--- src/rtl/screen_arbiter.sv ---
// Screen RAM arbiter: the GPU line fetcher has fixed priority over the Hack CPU.
// A streak counter forces one CPU slot after STARVE_LIMIT contended GPU grants.
`timescale 1ns/1ps
module screen_arbiter #(
  parameter int BASE         = 16384,
  parameter int DEPTH        = 8192,
  parameter int STARVE_LIMIT = 8
) (
  input  logic        clk,
  input  logic        rst,
  input  logic        i_gpu_req,
  input  logic [12:0] i_gpu_addr,
  output logic        o_gpu_ack,
  output logic        o_gpu_valid,
  output logic [15:0] o_gpu_rdata,
  input  logic        i_cpu_req,
  input  logic        i_cpu_we,
  input  logic [14:0] i_cpu_addr,
  input  logic [15:0] i_cpu_wdata,
  output logic        o_cpu_ack,
  output logic        o_cpu_valid,
  output logic [15:0] o_cpu_rdata,
  output logic        o_mem_en,
  output logic        o_mem_we,
  output logic [12:0] o_mem_addr,
  output logic [15:0] o_mem_wdata,
  input  logic [15:0] i_mem_rdata
);

  localparam int             SW         = $clog2(STARVE_LIMIT + 1);
  localparam logic [SW-1:0]  STREAK_MAX = SW'(STARVE_LIMIT);
  localparam logic [15:0]    RANGE_LO   = 16'(BASE);
  localparam logic [15:0]    RANGE_HI   = 16'(BASE + DEPTH);
  localparam logic [14:0]    BASE15     = 15'(BASE);

  logic          cpu_in_range;
  logic          cpu_in_range_req;
  logic          cpu_oor_req;
  logic          force_cpu;
  logic          grant_gpu;
  logic          grant_cpu;
  logic [12:0]   cpu_local;

  logic [SW-1:0] streak_q, streak_d;
  logic          gpu_rd_q, gpu_rd_d;
  logic          cpu_rd_q, cpu_rd_d;
  logic          cpu_oor_rd_q, cpu_oor_rd_d;
  logic [15:0]   gpu_hold_q, gpu_hold_d;
  logic [15:0]   cpu_hold_q, cpu_hold_d;

  always_comb begin
    cpu_in_range     = ({1'b0, i_cpu_addr} >= RANGE_LO) && ({1'b0, i_cpu_addr} < RANGE_HI);
    cpu_local        = 13'(i_cpu_addr - BASE15);
    cpu_in_range_req = i_cpu_req && cpu_in_range;
    cpu_oor_req      = i_cpu_req && !cpu_in_range;

    force_cpu = cpu_in_range_req && (streak_q == STREAK_MAX);
    grant_gpu = i_gpu_req && !force_cpu;
    grant_cpu = cpu_in_range_req && !grant_gpu;

    // Out-of-range CPU accesses are acked immediately and never touch the RAM.
    o_gpu_ack = grant_gpu;
    o_cpu_ack = grant_cpu || cpu_oor_req;

    o_mem_en    = grant_gpu || grant_cpu;
    o_mem_we    = grant_cpu && i_cpu_we;
    o_mem_addr  = 13'd0;
    o_mem_wdata = 16'd0;
    if (grant_gpu) begin
      o_mem_addr = i_gpu_addr;
    end else if (grant_cpu) begin
      o_mem_addr  = cpu_local;
      o_mem_wdata = i_cpu_wdata;
    end
  end

  always_comb begin
    streak_d = '0;
    if (grant_gpu && cpu_in_range_req) begin
      streak_d = (streak_q == STREAK_MAX) ? streak_q : streak_q + 1'b1;
    end

    gpu_rd_d     = grant_gpu;
    cpu_rd_d     = grant_cpu && !i_cpu_we;
    cpu_oor_rd_d = cpu_oor_req && !i_cpu_we;
  end

  // Read data arrives one cycle after the grant; the hold regs keep the last value.
  always_comb begin
    o_gpu_valid = gpu_rd_q;
    o_gpu_rdata = gpu_rd_q ? i_mem_rdata : gpu_hold_q;
    o_cpu_valid = cpu_rd_q || cpu_oor_rd_q;
    if (cpu_rd_q) begin
      o_cpu_rdata = i_mem_rdata;
    end else if (cpu_oor_rd_q) begin
      o_cpu_rdata = 16'd0;
    end else begin
      o_cpu_rdata = cpu_hold_q;
    end
    gpu_hold_d = o_gpu_rdata;
    cpu_hold_d = o_cpu_rdata;
  end

  always_ff @(posedge clk) begin
    if (rst) begin
      streak_q     <= '0;
      gpu_rd_q     <= 1'b0;
      cpu_rd_q     <= 1'b0;
      cpu_oor_rd_q <= 1'b0;
      gpu_hold_q   <= 16'd0;
      cpu_hold_q   <= 16'd0;
    end else begin
      streak_q     <= streak_d;
      gpu_rd_q     <= gpu_rd_d;
      cpu_rd_q     <= cpu_rd_d;
      cpu_oor_rd_q <= cpu_oor_rd_d;
      gpu_hold_q   <= gpu_hold_d;
      cpu_hold_q   <= cpu_hold_d;
    end
  end

endmodule

--- config.mk ---
export PLATFORM = sky130hd
export DESIGN_NAME = screen_arbiter
export DESIGN_NICKNAME = d
export VERILOG_FILES = /design/src/rtl/screen_arbiter.sv
export SDC_FILE = /design/constraint.sdc
export NUM_CORES = 1
export LEC_CHECK = 0
export ABC_AREA = 1
export ABC_CLOCK_PERIOD_IN_PS = 2240
export CAP_MARGIN = 40
export CORE_MARGIN = 2
export CORE_UTILIZATION = 38
export DETAILED_ROUTE_END_ITERATION = 8
export PLACE_DENSITY_LB_ADDON = 0.1
export SYNTH_ARGS = -nofsm -noshare
export SYNTH_HDL_FRONTEND = slang
export SYNTH_SLANG_ARGS = --single-unit
--- constraint.sdc ---
create_clock -name clk -period 2.24 [get_ports clk]
set_input_delay 0.336 -clock clk [delete_from_list [all_inputs] [get_ports clk]]
set_output_delay 0.336 -clock clk [all_outputs]
set_load 0.005 [all_outputs]
==> impl_results.md <==
- CTS Buffer Depth: 2
- GPL Wtd Cong: 0.781
- HP Start: cpu_hold_q[13]$_SDFF_PP0_
- ANT cells: 0
- Crit path max fanout: 10
- Status: finished, final reports clean
- Worst path depth: 7
- Cell Chain, Critical Path: clkdlybuf4s50_1 > nand3_2 > a21oi_4 > inv_6 > buf_4 > nor2_1 > dlygate4sd2_1
- Die width: 74.9 µm
- TritonRoute pass-1 iters: 4
- Filler Cell Count: 421
- RSZ-0062 raised after global routing: yes
- CP delay by family, top: buffers and inverters
- Clock skew: 0.00493 ns
- Sequential cell area fraction in the yosys report: 40.9%
- IR drop worst, VDD: 0.000196 V
- Worst setup EP type: output pin
- TritonCTS buffer count: 5
- Post-route ant nets: 0
- Initial antenna violation count: 0
- Syn-to-layout area delta: 80.3%
- Largest net degree at the start of global routing: 34
- Drt via density: 4.52
- Crit path buf inv count: 4
- Routed len/inst: 11.6 µm
- Synth Instances: 301
- GR Overflow Total: 0
- Largest stage delay on the critical path: 0.49 ns
- Most common cell after layout, fill and taps aside: nand2_1
- Synth area leaders: dfxtp_1 41%, nand2_1 27%, a21oi_1 8.4%, inv_1 5.5%, nor2_1 4.9%
- Number of DRC markers in iteration 0: 130
- Initial Utilization: 39.9%
- First-pass GRT wire length: 9520 µm
- Reg-to-Reg End: cpu_rd_q$_SDFF_PP0_
- Most frequent cells in the layout: 136 x nand2_1, 100 x clkdlybuf4s50_1, 37 x dfxtp_1
- Vias: 2320
- Total wire length: 5950 µm
- Std cell rows: 25
- Slew Viols, Final: 0
- Rel. slew slack: 66.8%
- Syn avg cell area: 6.35 µm²
- CTS Root Cell: clkbuf_8
- Dpl ws: -0.131 ns
- Reg-to-reg startpoint: streak_q[1]$_SDFFE_PP0P_
- Total clock sinks: 39
- Core area: 4790 µm²
- WHS: 0.469 ns
- Area after DPL: 3290 µm²
- Worst setup SP type: input pin
- Vias in the first global route: 2193
- Multi-input logic area: 957 µm²
- Post-DP HPWL: 4500 µm
- Achievable Freq: 464 MHz
- Final hold vios: 0
- Maxcap violations: 0
- Actual slew at the worst max-slew pin: 0.498 ns
- CP startpoint: i_cpu_req
- Final setup fails: 0
- Final instance area: 3440 µm²
- Pleak: 1.76 nW
- Crit Path Class: input pin to output pin
- Post-synth top area share: 40.9%
- Synth warnings: 0
- CTS tree: built
- PortBufs: 131
- Reg2reg setup slack: 0.82 ns
- Worst Path Required: 1.90 ns
- Die Y: 74.9 µm
- Tot GR Track Use: 22.4%
- # H-tree levels: 2
- Synth cell types: 18
- Post-synth top area cell: dfxtp_1
- Die area: 5610 µm²
- CTS clk-pin slew, worst paths: 0.06 ns
- Fin crit share: 96.2%
- CP max stage cell: clkdlybuf4s50_1
- Final net count: 512
- Min Tclk post-route: 2.15 ns
- Worst skew pair latency: 0.29 ns
- Register area: 786 µm²
- Cell Pwr Density: 431 nW/µm²
- End point of the critical path: o_mem_wdata[15]
- DRC viols: 0
- Post-Syn Area: 1910 µm²
- Data arrival, critical path: 1.82 ns
- R2R cell count: 8
- Number of synthesized register bits: 39
- Layout cells sized above 1: 10.1%
- I/O pin count: 132
- Worst Setup Slack, final: 0.0851 ns
- Hold WC Path Type: flip-flop to flip-flop
- Post-Synthesis Net Count: 368
## synthesized netlist by cell type
library cell and count:
a21oi_1 32, a21oi_4 1, buf_2 6, buf_4 2, buf_6 2, clkbuf_1 5
dfxtp_1 39, ha_1 2, inv_1 28, inv_2 1, nand2_1 137, nand3_1 16
nand3_4 1, nand4_1 1, nor2_1 25, nor2_2 1, or2_2 1, xor2_1 1
## cell families (layout without fill, tap and decap cells)
logic type / count (synthesis) / after routing / synth area share (%)
compound gates: 33 / 33 / 9.23
flops: 39 / 39 / 40.9
fa+ha+maj: 2 / 2 / 1.31
xor+xnor: 1 / 1 / 0.458
buf+inv: 44 / 189 / 10.2
simple gates: 182 / 182 / 37.9
## per-stage QoR
stage / utilization [%] / instances / power [mW] / setup TNS, ns
2_1_floorplan: - / 301 / 0.831 / 0
3_3_place_gp: 68.8 / 494 / 1.06 / -2.13
3_5_place_dp: 68.8 / 494 / 1.07 / -2.96
4_1_cts: 72.1 / 512 / 1.50 / -0.00877
5_1_grt: 72.0 / 513 / 1.56 / -0.00366
6_report: 72.0 / 513 / 1.49 / 0
## layout make-up
| type | instances | share of cell area (%) |
|---|---|---|
| Multi-Input combinational cell | 218 | 27.8 |
| Tap cell | 67 | 2.43 |
| Clock inverter | 1 | 0.145 |
| Clock buffer | 7 | 2.22 |
| Sequential cell | 39 | 22.8 |
| Inverter | 29 | 3.31 |
| Timing Repair Buffer | 152 | 41.3 |
## how the worst min path moves through the flow
stage	to	slack, ns	depth (start not counted)
CTS	cpu_hold_q[12]$_SDFF_PP0_	0.47	2
detailed placement	gpu_hold_q[9]$_SDFF_PP0_	0.46	2
global route	cpu_hold_q[2]$_SDFF_PP0_	0.49	2
floorplan	cpu_hold_q[14]$_SDFF_PP0_	0.45	2
finish	cpu_hold_q[13]$_SDFF_PP0_	0.47	2
global placement	cpu_hold_q[9]$_SDFF_PP0_	0.46	2
## timing repair
action	4_1_cts	5_1_grt
pin swaps	2	2
hold buffers	0	0
setup buffers	9	1
gates resized for setup	45	11
cloned	1	0
endpoints found under the setup margin	33	17
## routing by layer
metal	wire length, µm	GRT usage (%)	vias up
met4	95	8.33	0
met3	567	9.77	8
met5	0	0	-
met1	2330	25.0	1015
met2	2960	37.8	86
li1	-	-	1211
## state kept, by name (all words and copies together) (netlist names)
signal,flops
cpu_hold_q,16
cpu_oor_rd_q,1
cpu_rd_q,1
gpu_hold_q,16
o_gpu_valid,1
streak_q,4
## where the power goes
part | internal [mW] | leakage (nW) | switching (mW) | total (mW)
registers | 0.709 | 0.318 | 0.00497 | 0.714
clock network | 0.218 | 0.0422 | 0.226 | 0.444
logic | 0.204 | 1.40 | 0.123 | 0.327
total | 1.13 | 1.76 | 0.354 | 1.49
## worst reg2reg max path, cell delays in order, from the launching register on
cell and delay, ns:
dfxtp_4 0.36, inv_2 0.07, ha_4 0.14, nand3_4 0.09, a21oi_4 0.25, inv_6 0.08, buf_4 0.16, buf_4 0.12
nor2_1 0.09
(Power assumes the default switching activity.)
